<file path="src/rtl/tlb_core.sv">
// tlb_core: MIPS32-style paired-entry TLB array.
//
// Holds TLBNUM entries: VPN2, ASID, G, and per-page PFN/C/D/V for the even and
// odd pages. Provides:
//   - s0_* : combinational search port (lowest matching index wins)
//   - w_*  : synchronous write port used by TLBWI/TLBWR (we qualifies)
//   - r_*  : combinational read port used by TLBR
//   - random_index : CP0 Random value, counts down from TLBNUM-1 to wired
//
// Clock/reset: clk, synchronous active-high rst. Reset clears every entry and
// loads random_index with TLBNUM-1. Reset wins over a concurrent write.
//
// Optional macro TLB_DUAL_SEARCH_EN adds a second, independent search port
// s1_* for the data-side MMU. Without it, only s0_* exists.
module tlb_core #(
  parameter int unsigned TLBNUM = 16
) (
  input  logic                      clk,
  input  logic                      rst,
  // search port 0
  input  logic [18:0]               s0_vpn,
  input  logic                      s0_odd,
  input  logic [7:0]                s0_asid,
  output logic                      s0_found,
  output logic [$clog2(TLBNUM)-1:0] s0_index,
  output logic [19:0]               s0_pfn,
  output logic [2:0]                s0_c,
  output logic                      s0_d,
  output logic                      s0_v,
`ifdef TLB_DUAL_SEARCH_EN
  // search port 1
  input  logic [18:0]               s1_vpn,
  input  logic                      s1_odd,
  input  logic [7:0]                s1_asid,
  output logic                      s1_found,
  output logic [$clog2(TLBNUM)-1:0] s1_index,
  output logic [19:0]               s1_pfn,
  output logic [2:0]                s1_c,
  output logic                      s1_d,
  output logic                      s1_v,
`endif
  // write port
  input  logic                      we,
  input  logic [$clog2(TLBNUM)-1:0] w_index,
  input  logic [18:0]               w_vpn2,
  input  logic [7:0]                w_asid,
  input  logic                      w_g,
  input  logic [19:0]               w_pfn0,
  input  logic [2:0]                w_c0,
  input  logic                      w_d0,
  input  logic                      w_v0,
  input  logic [19:0]               w_pfn1,
  input  logic [2:0]                w_c1,
  input  logic                      w_d1,
  input  logic                      w_v1,
  // read port
  input  logic [$clog2(TLBNUM)-1:0] r_index,
  output logic [18:0]               r_vpn2,
  output logic [7:0]                r_asid,
  output logic                      r_g,
  output logic [19:0]               r_pfn0,
  output logic [2:0]                r_c0,
  output logic                      r_d0,
  output logic                      r_v0,
  output logic [19:0]               r_pfn1,
  output logic [2:0]                r_c1,
  output logic                      r_d1,
  output logic                      r_v1,
  // random index
  input  logic [$clog2(TLBNUM)-1:0] wired,
  output logic [$clog2(TLBNUM)-1:0] random_index
);

  localparam int unsigned IdxW = $clog2(TLBNUM);
  localparam logic [IdxW-1:0] RndTop = IdxW'(TLBNUM - 1);

  typedef struct packed {
    logic            found;
    logic [IdxW-1:0] index;
    logic [19:0]     pfn;
    logic [2:0]      c;
    logic            d;
    logic            v;
  } srch_t;

  // Entry storage
  logic [18:0] vpn2_q [TLBNUM];
  logic [7:0]  asid_q [TLBNUM];
  logic        g_q    [TLBNUM];
  logic [19:0] pfn0_q [TLBNUM];
  logic [2:0]  c0_q   [TLBNUM];
  logic        d0_q   [TLBNUM];
  logic        v0_q   [TLBNUM];
  logic [19:0] pfn1_q [TLBNUM];
  logic [2:0]  c1_q   [TLBNUM];
  logic        d1_q   [TLBNUM];
  logic        v1_q   [TLBNUM];

  logic [IdxW-1:0] rnd_q, rnd_d;

  always_ff @(posedge clk) begin
    if (rst) begin
      for (int i = 0; i < TLBNUM; i++) begin
        vpn2_q[i] <= '0;
        asid_q[i] <= '0;
        g_q[i]    <= 1'b0;
        pfn0_q[i] <= '0;
        c0_q[i]   <= '0;
        d0_q[i]   <= 1'b0;
        v0_q[i]   <= 1'b0;
        pfn1_q[i] <= '0;
        c1_q[i]   <= '0;
        d1_q[i]   <= 1'b0;
        v1_q[i]   <= 1'b0;
      end
    end else if (we) begin
      vpn2_q[w_index] <= w_vpn2;
      asid_q[w_index] <= w_asid;
      g_q[w_index]    <= w_g;
      pfn0_q[w_index] <= w_pfn0;
      c0_q[w_index]   <= w_c0;
      d0_q[w_index]   <= w_d0;
      v0_q[w_index]   <= w_v0;
      pfn1_q[w_index] <= w_pfn1;
      c1_q[w_index]   <= w_c1;
      d1_q[w_index]   <= w_d1;
      v1_q[w_index]   <= w_v1;
    end
  end

  // Search reads only the registered entries, so a same-cycle write is not
  // bypassed. Scanning from the top down lets the lowest match win.
  function automatic srch_t search(input logic [18:0] vpn, input logic odd,
                                   input logic [7:0] asid);
    srch_t r;
    r = '0;
    for (int i = TLBNUM - 1; i >= 0; i--) begin
      if (vpn2_q[i] == vpn && (g_q[i] || asid_q[i] == asid)) begin
        r.found = 1'b1;
        r.index = IdxW'(i);
        r.pfn   = odd ? pfn1_q[i] : pfn0_q[i];
        r.c     = odd ? c1_q[i]   : c0_q[i];
        r.d     = odd ? d1_q[i]   : d0_q[i];
        r.v     = odd ? v1_q[i]   : v0_q[i];
      end
    end
    return r;
  endfunction

  srch_t s0_res;

  always_comb begin
    s0_res = search(s0_vpn, s0_odd, s0_asid);
  end

  assign s0_found = s0_res.found;
  assign s0_index = s0_res.index;
  assign s0_pfn   = s0_res.pfn;
  assign s0_c     = s0_res.c;
  assign s0_d     = s0_res.d;
  assign s0_v     = s0_res.v;

`ifdef TLB_DUAL_SEARCH_EN
  srch_t s1_res;

  always_comb begin
    s1_res = search(s1_vpn, s1_odd, s1_asid);
  end

  assign s1_found = s1_res.found;
  assign s1_index = s1_res.index;
  assign s1_pfn   = s1_res.pfn;
  assign s1_c     = s1_res.c;
  assign s1_d     = s1_res.d;
  assign s1_v     = s1_res.v;
`endif

  // Read port
  assign r_vpn2 = vpn2_q[r_index];
  assign r_asid = asid_q[r_index];
  assign r_g    = g_q[r_index];
  assign r_pfn0 = pfn0_q[r_index];
  assign r_c0   = c0_q[r_index];
  assign r_d0   = d0_q[r_index];
  assign r_v0   = v0_q[r_index];
  assign r_pfn1 = pfn1_q[r_index];
  assign r_c1   = c1_q[r_index];
  assign r_d1   = d1_q[r_index];
  assign r_v1   = v1_q[r_index];

  // Random counts down to wired then wraps to the top. The ==0 term catches a
  // counter left below a freshly raised wired value.
  always_comb begin
    rnd_d = rnd_q - 1'b1;
    if (rnd_q == wired || rnd_q == '0) begin
      rnd_d = RndTop;
    end
  end

  always_ff @(posedge clk) begin
    if (rst) begin
      rnd_q <= RndTop;
    end else begin
      rnd_q <= rnd_d;
    end
  end

  assign random_index = rnd_q;

endmodule

</file>
<file path="config.mk">
export PLATFORM = sky130hd
export DESIGN_NAME = tlb_core
export DESIGN_NICKNAME = d
export VERILOG_FILES = /design/src/rtl/tlb_core.sv
export SDC_FILE = /design/constraint.sdc
export NUM_CORES = 2
export LEC_CHECK = 0
export CAP_MARGIN = 5
export CORE_ASPECT_RATIO = 1.5
export CORE_UTILIZATION = 35
export CTS_CLUSTER_DIAMETER = 50
export DETAILED_ROUTE_END_ITERATION = 7
export PLACE_DENSITY = 0.53
export SLEW_MARGIN = 20
export SYNTH_ARGS = -nofsm -noshare
export SYNTH_HDL_FRONTEND = slang
export SYNTH_SLANG_ARGS = --single-unit
</file>
<file path="constraint.sdc">
create_clock -name clk -period 6.01 [get_ports clk]
set_input_delay 1.5025 -clock clk [delete_from_list [all_inputs] [get_ports clk]]
set_output_delay 1.5025 -clock clk [all_outputs]
set_load 0.02 [all_outputs]
</file>
Word-level counts from Yosys, hierarchy flattened. Memory sizes are Yosys's and may differ from the RTL's. Cells that the tools add are included.

Memories: 11. Memory bits (writable): 1248. Output and inout port bits: 112. Register bits: 4. Bits of input ports: 121. Word-level logic and storage cells: 210.

Memory list: pfn0_q (words 16, width 20, read ports 17, clocked after Yosys merged registers in 0, write ports 16, RTL line 90) `logic [19:0] pfn0_q [TLBNUM];`; pfn1_q (words 16, width 20, read ports 17, clocked after Yosys merged registers in 0, write ports 16, RTL line 94) `logic [19:0] pfn1_q [TLBNUM];`; vpn2_q (words 16, width 19, read ports 17, clocked after Yosys merged registers in 0, write ports 16, RTL line 87) `logic [18:0] vpn2_q [TLBNUM];`; asid_q (words 16, width 8, read ports 17, clocked after Yosys merged registers in 0, write ports 16, RTL line 88) `logic [7:0] asid_q [TLBNUM];`; c0_q (words 16, width 3, read ports 17, clocked after Yosys merged registers in 0, write ports 16, RTL line 91) `logic [2:0] c0_q [TLBNUM];`; c1_q (words 16, width 3, read ports 17, clocked after Yosys merged registers in 0, write ports 16, RTL line 95) `logic [2:0] c1_q [TLBNUM];`; +5 memories.

Equality and inequality tests: 33. Add/sub/neg operators: 1. Mux-type cells: 118. Reduce and logical (&&, ||, !) cells: 46.

Operators with widths (count): 30-bit 2-to-1 mux (16); 20-bit 2-to-1 mux (18); 19-bit equality test (16); 8-bit equality test (16); 3-bit 2-to-1 mux (18); 1-bit 2-to-1 mux (53); 4-bit 2-to-1 mux (11); 20-bit OR reduction (2); 19-bit 2-to-1 mux (1); 19-bit OR reduction (1); 1-bit logical OR (17); 1-bit logical AND (16); 8-bit 2-to-1 mux (1); 8-bit OR reduction (1); 3-bit OR reduction (2); 1-bit OR reduction (5); 4-bit equality test (1); 4-bit logical NOT (1); 4-bit by 1-bit subtractor with 4-bit output, second input constant (1); 2-bit OR reduction (1).

Longest topological paths before layout.
Word-level depth: 19. Depth in mapped cells: 15. Gate-level depth less buffers: 11.

Least setup slack after synthesis. No wires, ideal clock.

Kind: input -> output. Start: input s0_vpn[10]. End: output s0_index[3]. Required time: 4507 ps. Buffers on the path: 3. Path slack: 920 ps. Data arrival time: 3587 ps. Stages on the path: 12. Path through: buf_2 > buf_6 > xor2_1 > nor4_1 > nand4_1 > nor2_2 > nand4_4 > buf_2 > and2_1 > nand3_1 > nor2_1 > nor3_1.

Word-level cells in the longest chain between the ends: 18. Elaborated cells on any way between the ends: 48. Classes of those cells: 16 x eq/ne; 16 x mux; 16 x reduce/logical.

RTL lines: from (decl) (RTL line 21) `input logic [18:0] s0_vpn,`; 19-bit equality test (RTL line 138) `if (vpn2_q[i] == vpn && (g_q[i] || asid_q[i] == asid)) begin`; 1-bit logical AND (RTL line 138); 30-bit 2-to-1 mux (15 in series) (RTL line 138); 30-bit 2-to-1 mux (*) (RTL line 138); to (decl) (RTL line 25) `output logic [$clog2(TLBNUM)-1:0] s0_index,`.

Every way passes the cells marked *; elsewhere a longest branch is shown, timed or not.

Worst setup path after layout.
Start: input s0_vpn[1]. End: output s0_pfn[18].

Word-level cells in the longest chain between the ends: 18. Elaborated cells on any way between the ends: 48. Classes of those cells: 16 x eq/ne; 16 x mux; 16 x reduce/logical.

RTL lines: 19-bit equality test (RTL line 138); 1-bit logical AND (RTL line 138); 30-bit 2-to-1 mux (15 in series) (RTL line 138); 30-bit 2-to-1 mux (*) (RTL line 138); to (decl) (RTL line 26) `output logic [19:0] s0_pfn,`.

Marks and branches as above.

==> summary.txt <==
Critical path
  – Critical path startpoint category: input pin
  – Worst setup EP type: primary output
  – Arr. time, crit path: 4560 ps
  – Worst reg2reg startpoint: random_index[2]$_SDFF_PP1_
  – Critical Path RT: 4510 ps
  – Setup Crit Path Kind: in2out
  – CP Launch Point: s0_vpn[1]
  – Worst-path fanout max: 6

Die
  – Starting Density: 35.2%
  – Chip Width: 365 um
  – Core box area: 196000 um2
  – Area of the die: 199000 um2
  – DIE HEIGHT: 546 um
  – Row Count: 199
  – Boundary pin count: 233

Synth
  – Syn nets: 5121
  – Synth area leaders: edfxtp_1 (54%), mux4_2 (13%), and2_1 (11%)
  – Synth Flop Type: edfxtp_1
  – Post-synth top area share: 54.3%
  – Post-Syn Area per Cell: 13.8 um2
  – Yosys warning total: 0
  – EDFF count, synth: 1248
  – Count of unique library cells instantiated by Yosys: 57
  – Leading area contributor after synthesis: edfxtp_1
  – Async S/R FF share, synth: 0%
  – Yosys reg bits: 1252
  – Register area share after synthesis: 54.4%
  – Post-synth design cell area: 69000 um2
  – Synth Instances: 4999

Global route
  – Grt ovf: 0
  – Initial antenna violation count: 49
  – Number of global-route vias before repair: 49500
  – All-layer global routing usage: 29.2%
  – First-pass GRT wire length: 399000 um
  – Largest net degree at the start of global routing: 79

Power
  – Pwr dens: 265 nW/um2
  – Total leakage power: 31.4 nW
  – Overall Power: 23.1 mW
  – Maximum VDD drop: 177 uV

Layout
  – Commonest non-fill, non-tap cell in the layout: and2_1
  – Multi-input gate area: 31300 um2
  – Layout cells sized above 1: 30.6%
  – FF+latch area: 37600 um2
  – Filler Cell Count: 17600
  – Area delta synth->final: 26.0%
  – Fin util: 44.4%
  – Nets: 5714
  – Most frequent cells in the layout: and2_1 (1250), edfxtp_1 (1248), buf_4 (457), mux4_2 (390), mux2i_1 (325)

Detailed routing
  – WL final: 294000 um
  – DR iter-0 viols: 5052
  – Mean routed wirelength per cell: 35.3 um
  – DRC: 0
  – Vias/cell: 5.74
  – Drt pass-1 iters: 6
  – Via Count: 47800
  – Final ANT Viol Nets: 0

Placement
  – Port Buffer Count: 232
  – Final GP Congestion: 0.948
  – Dpl hpwl: 196000 um
  – Setup slack at placement: -1240 ps

Clock tree
  – Number of CTS-inserted buffers: 157
  – CTS clk-pin slew, worst paths: 50 ps
  – Clock tree from TritonCTS: yes
  – CTS Root Cell: clkbuf_16
  – Clk_lat worst skew: 790 ps
  – Clock tree buffer depth: 4
  – Clock Sinks: 1252
  – H-tree depth: 4

Timing
  – Worst Setup Slack, final: -54.2 ps
  – Max-slew headroom: 25.6%
  – Clock period minus worst slack: 6060 ps
  – RSZ-0062 raised after global routing: yes
  – Hold_ws: 443 ps
  – Final Hold Fails: 0
  – Final setup viols: 7
  – Skew final: 1.24 ps
  – Setup TNS: -162 ps
  – Worst-margin pin slew: 1120 ps
  – Fmax: 0.165 GHz
  – Tcrit/Tclk final: 101%
  – Slew Limit Fails: 0

Hold path
  – Hold Crit Class: reg2reg
  – Hold Startpoint: random_index[0]$_SDFF_PP1_

Job
  – Max-cap violations: 0

Outcome
  – Outcome: finished, violations left
  – Failing checks: negative setup slack
metrics by stage:
stage | instance area, um2 | cells
detailed placement | 78300 | 7932
global route | 86900 | 8326
CTS | 85900 | 8307
finish | 87000 | 8331
floorplan | 69000 | 4999
global placement | 78300 | 7932
per-layer routing:
metal	wire length, um	GRT usage [%]
met3	21700	5.58
met2	149000	50.2
met1	101000	32.3
met4	22000	19.9
met5	218	0
synthesized netlist by cell type, types with 2 or more instances:
master    count
a41o_1        2
o211ai_1     25
a21oi_1     140
a221oi_1     26
nand2b_1      5
o221a_2       9
buf_1        33
nand2_1     111
inv_2         3
xor2_1      370
nand4_2       2
mux2_2       75
dfxtp_1       4
inv_1         5
o31ai_1      25
and2_1     1252
a41oi_1       2
a31oi_1       2
edfxtp_1   1248
o21ai_0      60
clkbuf_1    321
buf_6        54
o21ai_1      67
mux2i_1     325
o221a_1      16
buf_8         2
or2_2        17
nor3_2        5
mux4_2      390
nand4_1      22
nor2_4        2
xnor2_1      68
nor3_4        2
nand3_1      37
buf_2        38
nor3_1       36
a221o_1      24
buf_4        15
nor2_1       53
nor4_1       89
cell type report:
| type | instances | share of cell area, % |
|---|---|---|
| antenna | 18 | 0.0518 |
| clock buffer | 175 | 4.62 |
| clock inverter | 92 | 1.02 |
| inverter | 9 | 0.0489 |
| multi-input combinational | 3274 | 36.0 |
| sequential | 1252 | 43.2 |
| tap | 2613 | 3.76 |
| timing repair buffer | 898 | 11.3 |
flip-flops by register name, summed over array words and instances, names as in the netlist:
signal        count
asid_q          128
c0_q             48
c1_q             48
d0_q             16
d1_q             16
g_q              16
pfn0_q          320
pfn1_q          320
random_index      4
v0_q             16
v1_q             16
vpn2_q          304
report_power, final:
group / internal [mW] / switching, mW / leakage (nW)
Clock: 5.39 / 3.98 / 2.39
Combinational: 1.37 / 1.87 / 17.1
Sequential: 10.1 / 0.359 / 11.9
Total: 16.9 / 6.20 / 31.4
kinds of logic (layout without fill, tap and decap cells):
family	after synthesis	count (layout)	share of synthesized area, %
DFF	1252	1252	54.4
other	0	18	0
muxes	790	790	18.7
xor gates and xnor gates	438	438	5.56
and+or+nand+nor	1643	1643	14.3
buffers and inverters	473	1174	3.35
AOI/OAI and AO/OA	402	402	3.69
adders and majority gates	1	1	0.0181
path summary, 6_finish.rpt:
check                                    end  slack [ps]  depth (start not counted)
hold / removal    random_index[0]$_SDFF_PP1_         440                          1
hold reg to reg   random_index[0]$_SDFF_PP1_         440                          1
setup reg to reg  random_index[0]$_SDFF_PP1_        4830                          4
setup / recovery                  s0_pfn[18]         -50                         19
what timing repair did:
item | CTS | global route
cloned | 12 | 0
endpoints found under the setup margin | 30 | 30
resized for setup | 496 | 239
setup buffers | 112 | 27
hold buffers | 0 | 0
pin swaps | 120 | 141
critical path, cell delays in order:
cell	delay [ps]
buf_2	130
buf_12	140
buf_6	120
buf_6	130
xor2_1	160
nor4_2	390
nand4_1	210
nor2_2	170
nand4_1	220
buf_6	230
buf_4	140
nor2_4	170
buf_6	140
buf_12	130
a221oi_1	80
nand3_1	80
o21ai_1	70
buf_4	180
buf_12	150
(Power assumes the default switching activity.)
